File: src/rtl/note_meter_pkg.sv
// Shared types and default sizing for the note period meter.
package note_meter_pkg;

  typedef enum logic [1:0] {
    IDLE,
    ARM,
    MEASURE
  } meter_state_t;

  localparam int                   DEF_CNT_W        = 28;
  localparam logic [DEF_CNT_W-1:0] DEF_TIMEOUT      = 28'd10_000_000;
  localparam int                   DEF_DEGLITCH_LEN = 4;

endpackage

File: src/rtl/tone_edge_sync.sv
// Synchronizes the asynchronous tone, optionally filters it (NOTE_METER_DEGLITCH_EN),
// and produces registered one-cycle rise/fall pulses.
module tone_edge_sync
  import note_meter_pkg::*;
`ifdef NOTE_METER_DEGLITCH_EN
#(
  parameter int DEGLITCH_LEN = DEF_DEGLITCH_LEN
)
`endif
(
  input  logic clock_in,
  input  logic reset,
  input  logic tone_in,
  output logic rise,
  output logic fall
);

  logic sync_q1;
  logic sync_q2;
  logic level;
  logic level_q;

  always_ff @(posedge clock_in or posedge reset) begin
    if (reset) begin
      sync_q1 <= 1'b0;
      sync_q2 <= 1'b0;
    end else begin
      sync_q1 <= tone_in;
      sync_q2 <= sync_q1;
    end
  end

`ifdef NOTE_METER_DEGLITCH_EN
  localparam int DG_W = (DEGLITCH_LEN > 1) ? $clog2(DEGLITCH_LEN) : 1;

  logic [DG_W-1:0] stable_cnt;
  logic            filtered;

  // The filtered level follows only after DEGLITCH_LEN consecutive differing samples.
  always_ff @(posedge clock_in or posedge reset) begin
    if (reset) begin
      filtered   <= 1'b0;
      stable_cnt <= '0;
    end else if (sync_q2 == filtered) begin
      stable_cnt <= '0;
    end else if (stable_cnt == DG_W'(DEGLITCH_LEN - 1)) begin
      filtered   <= sync_q2;
      stable_cnt <= '0;
    end else begin
      stable_cnt <= stable_cnt + 1'b1;
    end
  end

  assign level = filtered;
`else
  assign level = sync_q2;
`endif

  always_ff @(posedge clock_in or posedge reset) begin
    if (reset) begin
      level_q <= 1'b0;
      rise    <= 1'b0;
      fall    <= 1'b0;
    end else begin
      level_q <= level;
      rise    <= level & ~level_q;
      fall    <= ~level & level_q;
    end
  end

endmodule

File: src/rtl/note_period_meter.sv
// Measures period and high time of an asynchronous tone in system clock cycles.
// Optional input deglitch filter is enabled with NOTE_METER_DEGLITCH_EN.
module note_period_meter
  import note_meter_pkg::*;
#(
  parameter int             CNT_W        = DEF_CNT_W,
  parameter logic [CNT_W-1:0] TIMEOUT    = CNT_W'(DEF_TIMEOUT),
  parameter int             DEGLITCH_LEN = DEF_DEGLITCH_LEN
)
(
  input  logic             clock_in,
  input  logic             reset,
  input  logic             tone_in,
  input  logic             enable,
  output logic [CNT_W-1:0] period,
  output logic [CNT_W-1:0] high_time,
  output logic             period_valid,
  output logic             no_signal
);

  if (TIMEOUT < 2) begin : g_bad_timeout
    $error("note_period_meter: TIMEOUT must be at least 2");
  end
  if (DEGLITCH_LEN < 1) begin : g_bad_deglitch
    $error("note_period_meter: DEGLITCH_LEN must be at least 1");
  end

  localparam logic [CNT_W-1:0] LAST_COUNT = TIMEOUT - 1'b1;
  localparam logic [CNT_W-1:0] ONE_CNT    = CNT_W'(1);

  logic rise;
  logic fall;

`ifdef NOTE_METER_DEGLITCH_EN
  tone_edge_sync #(.DEGLITCH_LEN(DEGLITCH_LEN)) u_edge (
`else
  tone_edge_sync u_edge (
`endif
    .clock_in (clock_in),
    .reset    (reset),
    .tone_in  (tone_in),
    .rise     (rise),
    .fall     (fall)
  );

  meter_state_t     state, state_next;
  logic [CNT_W-1:0] count, count_next;
  logic [CNT_W-1:0] high_capture, high_capture_next;
  logic             fall_seen, fall_seen_next;
  logic [CNT_W-1:0] period_next, high_time_next;
  logic             period_valid_next, no_signal_next;
  logic             timeout;

  always_ff @(posedge clock_in or posedge reset) begin
    if (reset) begin
      state        <= IDLE;
      count        <= '0;
      high_capture <= '0;
      fall_seen    <= 1'b0;
      period       <= '0;
      high_time    <= '0;
      period_valid <= 1'b0;
      no_signal    <= 1'b1;
    end else begin
      state        <= state_next;
      count        <= count_next;
      high_capture <= high_capture_next;
      fall_seen    <= fall_seen_next;
      period       <= period_next;
      high_time    <= high_time_next;
      period_valid <= period_valid_next;
      no_signal    <= no_signal_next;
    end
  end

  assign timeout = (count == LAST_COUNT);

  // A rise always beats a simultaneous timeout; a period with no fall reports high_time = period.
  always_comb begin
    state_next        = state;
    count_next        = count;
    high_capture_next = high_capture;
    fall_seen_next    = fall_seen;
    period_next       = period;
    high_time_next    = high_time;
    period_valid_next = 1'b0;
    no_signal_next    = no_signal;

    if (!enable) begin
      state_next     = IDLE;
      count_next     = '0;
      no_signal_next = 1'b1;
    end else begin
      case (state)
        IDLE: begin
          count_next     = '0;
          no_signal_next = 1'b1;
          state_next     = ARM;
        end
        ARM: begin
          if (rise) begin
            count_next     = ONE_CNT;
            fall_seen_next = 1'b0;
            state_next     = MEASURE;
          end else if (timeout) begin
            count_next     = '0;
            no_signal_next = 1'b1;
            period_next    = '0;
            high_time_next = '0;
          end else begin
            count_next = count + ONE_CNT;
          end
        end
        MEASURE: begin
          if (rise) begin
            period_next       = count;
            high_time_next    = fall_seen ? high_capture : count;
            period_valid_next = 1'b1;
            no_signal_next    = 1'b0;
            count_next        = ONE_CNT;
            fall_seen_next    = 1'b0;
          end else if (timeout) begin
            count_next     = '0;
            no_signal_next = 1'b1;
            period_next    = '0;
            high_time_next = '0;
            state_next     = ARM;
          end else begin
            count_next = count + ONE_CNT;
            if (fall) begin
              high_capture_next = count;
              fall_seen_next    = 1'b1;
            end
          end
        end
        default: begin
          state_next = IDLE;
          count_next = '0;
        end
      endcase
    end
  end

endmodule

File: config.mk
export PLATFORM = sky130hd
export DESIGN_NAME = note_period_meter
export DESIGN_NICKNAME = d
export VERILOG_FILES = /design/src/rtl/note_meter_pkg.sv /design/src/rtl/tone_edge_sync.sv /design/src/rtl/note_period_meter.sv
export SDC_FILE = /design/constraint.sdc
export NUM_CORES = 1
export LEC_CHECK = 0
export CORE_MARGIN = 3
export CORE_UTILIZATION = 61
export CTS_BUF_LIST = sky130_fd_sc_hd__clkbuf_16
export DETAILED_ROUTE_END_ITERATION = 8
export PLACE_DENSITY = 0.95
export SLEW_MARGIN = 20
export SYNTH_ARGS = -nofsm -noshare
export SYNTH_HDL_FRONTEND = slang
export SYNTH_SLANG_ARGS = --single-unit
File: constraint.sdc
create_clock -name clock_in -period 10.2 [get_ports clock_in]
set_input_delay 2.04 -clock clock_in [delete_from_list [all_inputs] [get_ports clock_in]]
set_output_delay 2.04 -clock clock_in [all_outputs]
set_load 0.005 [all_outputs]
Yosys cells after proc, flatten, opt, wreduce, memory -nomap -nowiden
Index checks and enable logic that the tools add are counted.
- register bits after elaboration: 122
- bits of input ports: 4
- output and inout port bits: 58
- mux-type cells: 31
- bitwise logic cells: 6
- reductions and logical operators: 8
- equal/unequal tests: 12
- $add $sub $neg: 1
- operator list (cell ; count):
    28-bit 2-to-1 mux ; 11
    28-bit case mux with 2 select lines ; 2
    28-bit by 1-bit adder with 28-bit output (second input constant) ; 1
    28-bit by 24-bit equality test with 1-bit output (second input constant) ; 1
    1-bit 2-to-1 mux ; 11
    5-bit AND reduction ; 2
    3-bit != test (second input constant) ; 3
    2-bit 2-to-1 mux ; 4
    3-bit by 2-bit != test with 1-bit output (second input constant) ; 2
    2-bit case mux with 3 select lines ; 1
    3-bit AND reduction ; 2
    4-bit by 1-bit != test with 1-bit output (second input constant) ; 1
    1-bit inverter ; 4
    3-bit by 1-bit != test with 1-bit output (second input constant) ; 1
    1-bit case mux with 3 select lines ; 1
    1-bit bitwise AND ; 2
    2-bit by 1-bit equality test with 1-bit output (second input constant) ; 1
    2-bit equality test (second input constant) ; 1
    2-bit logical NOT ; 1
    2-bit by 1-bit != test with 1-bit output (second input constant) ; 1
    2-bit != test (second input constant) ; 1
    1-bit case mux with 2 select lines ; 1
    2-bit AND reduction ; 1
    2-bit nonzero test ; 1
    2-bit OR reduction ; 1

Longest topological paths before layout
Gate-level depths: netlist (run 1).
- depth in word-level cells: 5
- gate-level depth with buffers: 8
- mapped depth without buffers: 6

By module
From an unflattened synthesis (run 1), not the netlist that was laid out.
- cell total of the unflattened synthesis: 590
- area total of the unflattened synthesis: 6093.3 um2
- modules (own cells, without submodules) (module ; area each (um2) ; times used ; cells each):
    note_period_meter ; 5949.5 ; 1 ; 582
    tone_edge_sync ; 143.9 ; 1 ; 8

Worst setup path before layout (run 1)
Ideal clock, no wire load.
- path type: input port to flip-flop
- start: input enable
- end: register high_time[17]
- slack: 7.033 ns
- library setup time: 0.133 ns
- cell stages on the path: 6
- required time: 10.067 ns
- arrival: 3.034 ns
- cells stage by stage: clkbuf_1 -> nand4b_1 -> clkbuf_1 -> nor2_1 -> a21oi_1 -> o21ai_0
- cells in the longest elaborated chain, start to end: 1
- ends and longest elaborated chain (what ; line ; source):
    start, declared ; note_period_meter.sv:14 ; input logic enable,
    3-bit AND reduction (no line) ; - ;
    end signal, assigned ; note_period_meter.sv:70 ; high_time <= high_time_next;
    end, declared ; note_period_meter.sv:16 ; output logic [CNT_W-1:0] high_time,
No other way between the ends.
A chain may end at the register's enable or synchronous reset.

Worst setup path after layout (run 1)
- start: input enable
- end: register period[14]
- cells in the longest elaborated chain, start to end: 1
- ends and longest elaborated chain (what ; line ; source):
    3-bit AND reduction (no line) ; - ;
    end signal, assigned ; note_period_meter.sv:69 ; period <= period_next;
    end, declared ; note_period_meter.sv:15 ; output logic [CNT_W-1:0] period,
No other way between the ends.

==> metrics.yaml, run 1 <==
crit_fanout: 28
layout_min_cycle_time_ps: 3900
clockBufferDepth: 2
reg2reg_from: "count[0]"
cts_max_level: 4
layout_commonest_cell: "dfrtp_1"
p_leak_nw: 3.20
syn_nets: 592
startpoint_type: "primary input"
area_growth_syn_to_layout_pct: 20.1
synth_top_area_share_pct: 51.0
synth.largest_area_cell: "dfrtp_1"
min_period_over_period_pct: 38.2
slew_violations: 0
syn-cell-area_mm2: 0.00593
vdd_drop_max_mv: 0.180
vias: 5112
clock_sinks: 122
avgSynthCellArea_um2: 10.2
seq_area_frac_synth_pct: 51.5
worst_pin_slew_ps: 1100
dpl_cell_area_mm2: 0.00653
gp_congestion: 0.835
synthTopCellsByArea: "dfrtp_1 (51%), o21ai_0 (5.7%), mux2_4 (5.1%), mux2i_1 (4.9%), nand2_1 (4.2%)"
synth_cells: 583
drc: 0
regArea_mm2: 0.00305
die_area_mm2: 0.0109
slowest_stage: "and3_1"
fill_cells: 540
switchingPower_w: 0.000427
power_w: 0.00151
synth_edf_count: 0
holdCritStartpoint: "u_edge.sync_q1"
critPathBufInv: 1
cts_made_buffers: 17
path_cells: "clkdlybuf4s50_1 -> and3_1 -> a22oi_1 -> o21ai_0"
power_frac_clock_pct: 40.1
async_reset_ff_share_pct: 100
p_comb_share_pct: 22.0
antenna_found_initial: 0
maxCapViolations: 0
place_hpwl_um: 9140
clockRootBuffer: "clkbuf_16"
worst-endpoint-required_ps: 10500
diodes: 0
slew-limit-headroom_pct: 26.4
crit_start: "enable"
totalWireLength_um: 16300
drive_above_1_share_pct: 11.2
core-area_mm2: 0.00933
ys_seq_elements: 122
yosys_warnings: 0
mostFrequentLayoutCells: "dfrtp_1 (121), nand2_1 (67), o21ai_0 (67)"
antenna_left: 0
cpPeakStageDelay_ps: 980
cts_resized: 0
hold_violations: 0
critPathCaptureType: "flip-flop"
drtIter0Drc: 842
multi_input_area_mm2: 0.00263
power.density_mw_per_mm2: 212
first_pass_iters: 6
synth_top_flop_cell: "dfrtp_1"
hp-class: "flip-flop to flip-flop"
seq_power_share_pct: 37.9
critPathTopFamily: "simple AND/OR/NAND/NOR gates"
grtUsageTotal_pct: 30.3
status: "complete, no violations"
vias_per_cell: 6.69
p_int_w: 0.00109
clk_latency_ps: 410
rsz0062_at_grt: "no"
grt_pass1_vias: 5139
fp-row-count: 35
die_w_um: 105
clk_pin_slew_worst_paths_ps: 50
die_y_um: 105
grt_pass1_wl_um: 26400
tritoncts: "yes"
port_buffers: 61
synth_cell_types: 46
fmax_mhz: 257
arrival_ps: 4200
setup_tns_ps: 0
finClkSkew_ps: 11.7
hold-worst-slack_ps: 360
setup_viol: 0
post_cts_buffers: 0
initial_utilization_pct: 63.6
design_area_mm2: 0.00713
pin_count: 62
grt_max_degree: 78
fin_nets: 632
grt-ovfl-total: 0
postCtsHoldBufs: 0
wl_per_cell_um: 21.3
switching_share_pct: 28.2
critPathKind: "primary input to flip-flop"
-- final cells by class --
type                            count  share of cell area [%]
Timing Repair Buffer               68                    9.30
Clock inverter                     14                    2.33
Multi-Input combinational cell    407                    36.9
Tap cell                          129                    2.26
Clock buffer                       17                    5.97
Inverter                            7                   0.404
Sequential cell                   122                    42.8
-- registers in the layout (all words and copies together), names as in the netlist --
signal / cells
count: 28
fall_seen: 1
high_capture: 28
high_time: 28
no_signal: 1
period: 28
period_valid: 1
state: 2
u_edge.fall: 1
u_edge.level: 1
u_edge.level_q: 1
u_edge.rise: 1
u_edge.sync_q1: 1
-- Yosys cell counts, drive strengths merged, types with 6 or more instances --
| cell | count |
|---|---|
| o21ai | 69 |
| buf | 18 |
| clkbuf | 29 |
| nor2 | 43 |
| inv | 7 |
| and4 | 6 |
| or3 | 10 |
| xor2 | 8 |
| dfrtp | 121 |
| nand3 | 14 |
| mux2 | 29 |
| nand2 | 67 |
| nand4 | 11 |
| a21oi | 44 |
| a22oi | 28 |
| mux2i | 29 |
-- power by group through the flow --
stage               clock network [W]  registers, W  logic (W)
detailed placement                  0      0.000578   0.000321
floorplan                           0      0.000571   0.000205
global placement                    0      0.000574   0.000301
CTS                          0.000607      0.000572   0.000329
finish                       0.000606      0.000574   0.000333
global route                 0.000630      0.000579   0.000362
-- metal layers --
layer	up-vias	global-route usage, %	routed length [um]
li1	2158	-	-
met1	2484	38.6	6250
met2	381	48.4	7910
met3	89	7.23	1350
met4	0	15.7	785
met5	-	0	0
-- through the flow --
stage                     setup slack, ps  utilization, %  instances
after detailed placement             6030            70.0        733
final                                6300            76.4        764
after floorplan                      4920               -        583
after global routing                 6200            76.4        764
after CTS                            6410            76.4        764
after global placement               6180            70.0        733
-- cell families (layout without fill, tap and decap cells) --
logic type | count (synthesis) | after routing | share of synthesized area, %
flip-flops | 122 | 122 | 51.5
AO/OA/AOI/OAI | 155 | 155 | 15.1
adder cells (fa/ha/maj) | 5 | 5 | 1.05
XOR/XNOR | 12 | 12 | 1.77
buffers and inverters | 54 | 106 | 4.58
multiplexers | 58 | 58 | 11.7
AND/OR/NAND/NOR | 177 | 177 | 14.4
-- final timing paths --
| check | slack, ps | to | depth (start not counted) |
|---|---|---|---|
| max | 6300 | period[14] | 4 |
| min | 360 | u_edge.level | 0 |
| max reg2reg | 7290 | period[14] | 6 |
| min reg2reg | 360 | u_edge.level | 0 |
| max in group asynchronous | 6750 | high_time[8] | 3 |
| min in group asynchronous | 2060 | high_time[3] | 2 |
Note: power is estimated with default switching activity, not from simulation.
==> run 2: changes to the inputs <==
CORE_UTILIZATION = 51   (was 61)
PLACE_DENSITY = 0.86   (was 0.95)
clock period = 3.4 ns   (was 10.2 ns; I/O delays follow)
==> run 2 against run 1 <==
  * Hold slack improved by 2.5 ps
  * Total power increased to 3.0 times the previous value
  * Combinational power increased to 2.9 times the previous value
  * Largest power group unchanged
  * Clock power increased to 3.0 times the previous value
  * Non-clock buffer count increased by 6
  * Critical path type is now flip-flop to flip-flop
==> metrics.yaml, run 2 (synthesized netlist as in run 1, its figures left out) <==
status: "complete, no violations"
antenna_left: 0  # unchanged
totalWireLength_um: 14300  # -12%
drive_above_1_share_pct: 12.8  # +1.6 points
min_path_cells: 0  # unchanged
dpl_cell_area_mm2: 0.00662  # +1.3%
hold_end: "u_edge.level"
antenna_found_initial: 0  # unchanged
cts_made_buffers: 17  # unchanged
crit_start: "state[0]"
area_growth_syn_to_layout_pct: 21.7
gp_congestion: 0.818  # -2.0%
setup_tns_ps: 0  # unchanged
finClkSkew_ps: 7.71  # -3.97 ps
wl_per_cell_um: 18.3  # -14%
mostFrequentLayoutCells: "dfrtp_1 (121), nand2_1 (67), o21ai_0 (67)"
seq_power_share_pct: 38.1  # +0.2 points
clock_sinks: 122  # unchanged
reg2reg_from: "state[0]"
arrival_ps: 2850  # -1350 ps
tritoncts: "yes"
postCtsHoldBufs: 0  # unchanged
fmax_mhz: 395
p_int_w: 0.00323  # +200%
fp-row-count: 38  # +8.6%
hold_violations: 0  # unchanged
clockRootBuffer: "clkbuf_16"
clk_pin_slew_worst_paths_ps: 60  # about the same
p_comb_share_pct: 21.5  # -0.5 points
slew-limit-headroom_pct: 31.6  # +5.2 points
clk_latency_ps: 420  # about the same
core-area_mm2: 0.0111  # +19%
drtIter0Drc: 562  # -33%
layout_min_cycle_time_ps: 2530
grt_pass1_wl_um: 24400  # -7.7%
grt-ovfl-total: 0  # unchanged
post-route-util_pct: 64.9  # -12 points
vias_per_cell: 6.10  # -8.8%
drc: 0  # unchanged
layout_commonest_cell: "dfrtp_1"
maxCapViolations: 0  # unchanged
hp-class: "flip-flop to flip-flop"
worst-endpoint-required_ps: 3720  # -6780 ps
r2r_end: "period[18]"
worst_pin_slew_ps: 1020  # -79.4 ps
die_area_mm2: 0.0130  # +18%
die_w_um: 114  # +8.8%
pin_count: 62  # unchanged
fin_nets: 638  # +0.95%
vias: 4774  # -6.6%
slew_violations: 0  # unchanged
initial_utilization_pct: 53.3  # -10 points
min_period_over_period_pct: 74.5
grt_max_degree: 58  # -26%
diodes: 0  # unchanged
die_y_um: 114  # +8.8%
dp.cells: 750  # +2.3%
setup_viol: 0  # unchanged
grt_pass1_vias: 4844  # -5.7%
switching_share_pct: 28.4  # +0.23 points
port_buffers: 61  # unchanged
critPathCaptureType: "flip-flop"
cts_max_level: 4  # unchanged
finalNonFillerCells: 782  # +2.4%
switchingPower_w: 0.00128  # +200%
cts_resized: 0  # unchanged
design_area_mm2: 0.00722  # +1.3%
hold-worst-slack_ps: 363  # +2.55 ps
post_cts_buffers: 0  # unchanged
crit_fanout: 16  # -43%
grtUsageTotal_pct: 23.8  # -6.5 points
power_frac_clock_pct: 40.4  # +0.3 points
critPathKind: "flip-flop to flip-flop"
rsz0062_at_grt: "no"
vdd_drop_max_mv: 0.346  # +92%
first_pass_iters: 8  # +2
place_hpwl_um: 9150  # about the same
p_leak_nw: 3.22  # +0.62%
startpoint_type: "flip-flop"
power.density_mw_per_mm2: 625  # +190%
rrSetupSlack_ps: 870  # -6420 ps
clockBufferDepth: 2  # unchanged
holdCritStartpoint: "u_edge.sync_q1"
r2r_cells: 7  # +1
-- run 2: cell count changes in the layout (fill, tap and decap cells not counted), sizes merged --
| cell | previous run | this run |
|---|---|---|
| clkinvlp | 0 | 3 |
| inv | 12 | 9 |
| buf | 7 | 13 |
| bufinv | 4 | 3 |
| clkinv | 5 | 7 |
-- run 2: critical path, stage by stage, from the launching register on --
cell     delay, ps
dfrtp_1        460
inv_1          140
ha_1           400
nor2b_1        350
and3_1         520
buf_4          310
a22oi_1        100
o21ai_0        140
-- run 2: area by class of cell --
type | instances | area (um^2)
repair buffers | 74 | 733
well taps | 140 | 175
inverters | 7 | 30.0
multi-input cells | 407 | 2620
flip-flops and latches | 122 | 3050
clock buffers | 17 | 425
fillers | 840 | 3910
clock inverters | 15 | 179
-- run 2: per-stage QoR --
step	power (W)	setup slack [ps]
6_report	0.00451	868
4_1_cts	0.00454	903
3_5_place_dp	0.00270	763
2_1_floorplan	0.00233	1220
3_3_place_gp	0.00266	834
5_1_grt	0.00474	681
-- run 2: worst max path at each step --
| stage | end | slack, ps | cells after the start |
|---|---|---|---|
| floorplan | count[0] | 1220 | 1 |
| global placement | high_capture[17] | 830 | 5 |
| CTS | period[10] | 900 | 7 |
| global route | period[18] | 680 | 7 |
| finish | period[18] | 870 | 7 |
| detailed placement | period[10] | 760 | 5 |
-- run 2: routing by layer --
layer  share of wire (%)  vias up  global-route usage, %
li1                    -     2177                      -
met1                  43     2378                   32.2
met2                  49      193                   37.1
met3                 6.5       26                   6.79
met4                 1.6        0                   8.23
met5                   0        -                      0
-- run 2: power by group through the flow --
stage | clock network, W | logic (W) | registers, W
final | 0.00182 | 0.000971 | 0.00172
after global routing | 0.00193 | 0.00108 | 0.00174
after CTS | 0.00184 | 0.000978 | 0.00171
after detailed placement | 0 | 0.000963 | 0.00174
after global placement | 0 | 0.000927 | 0.00173
after floorplan | 0 | 0.000614 | 0.00171
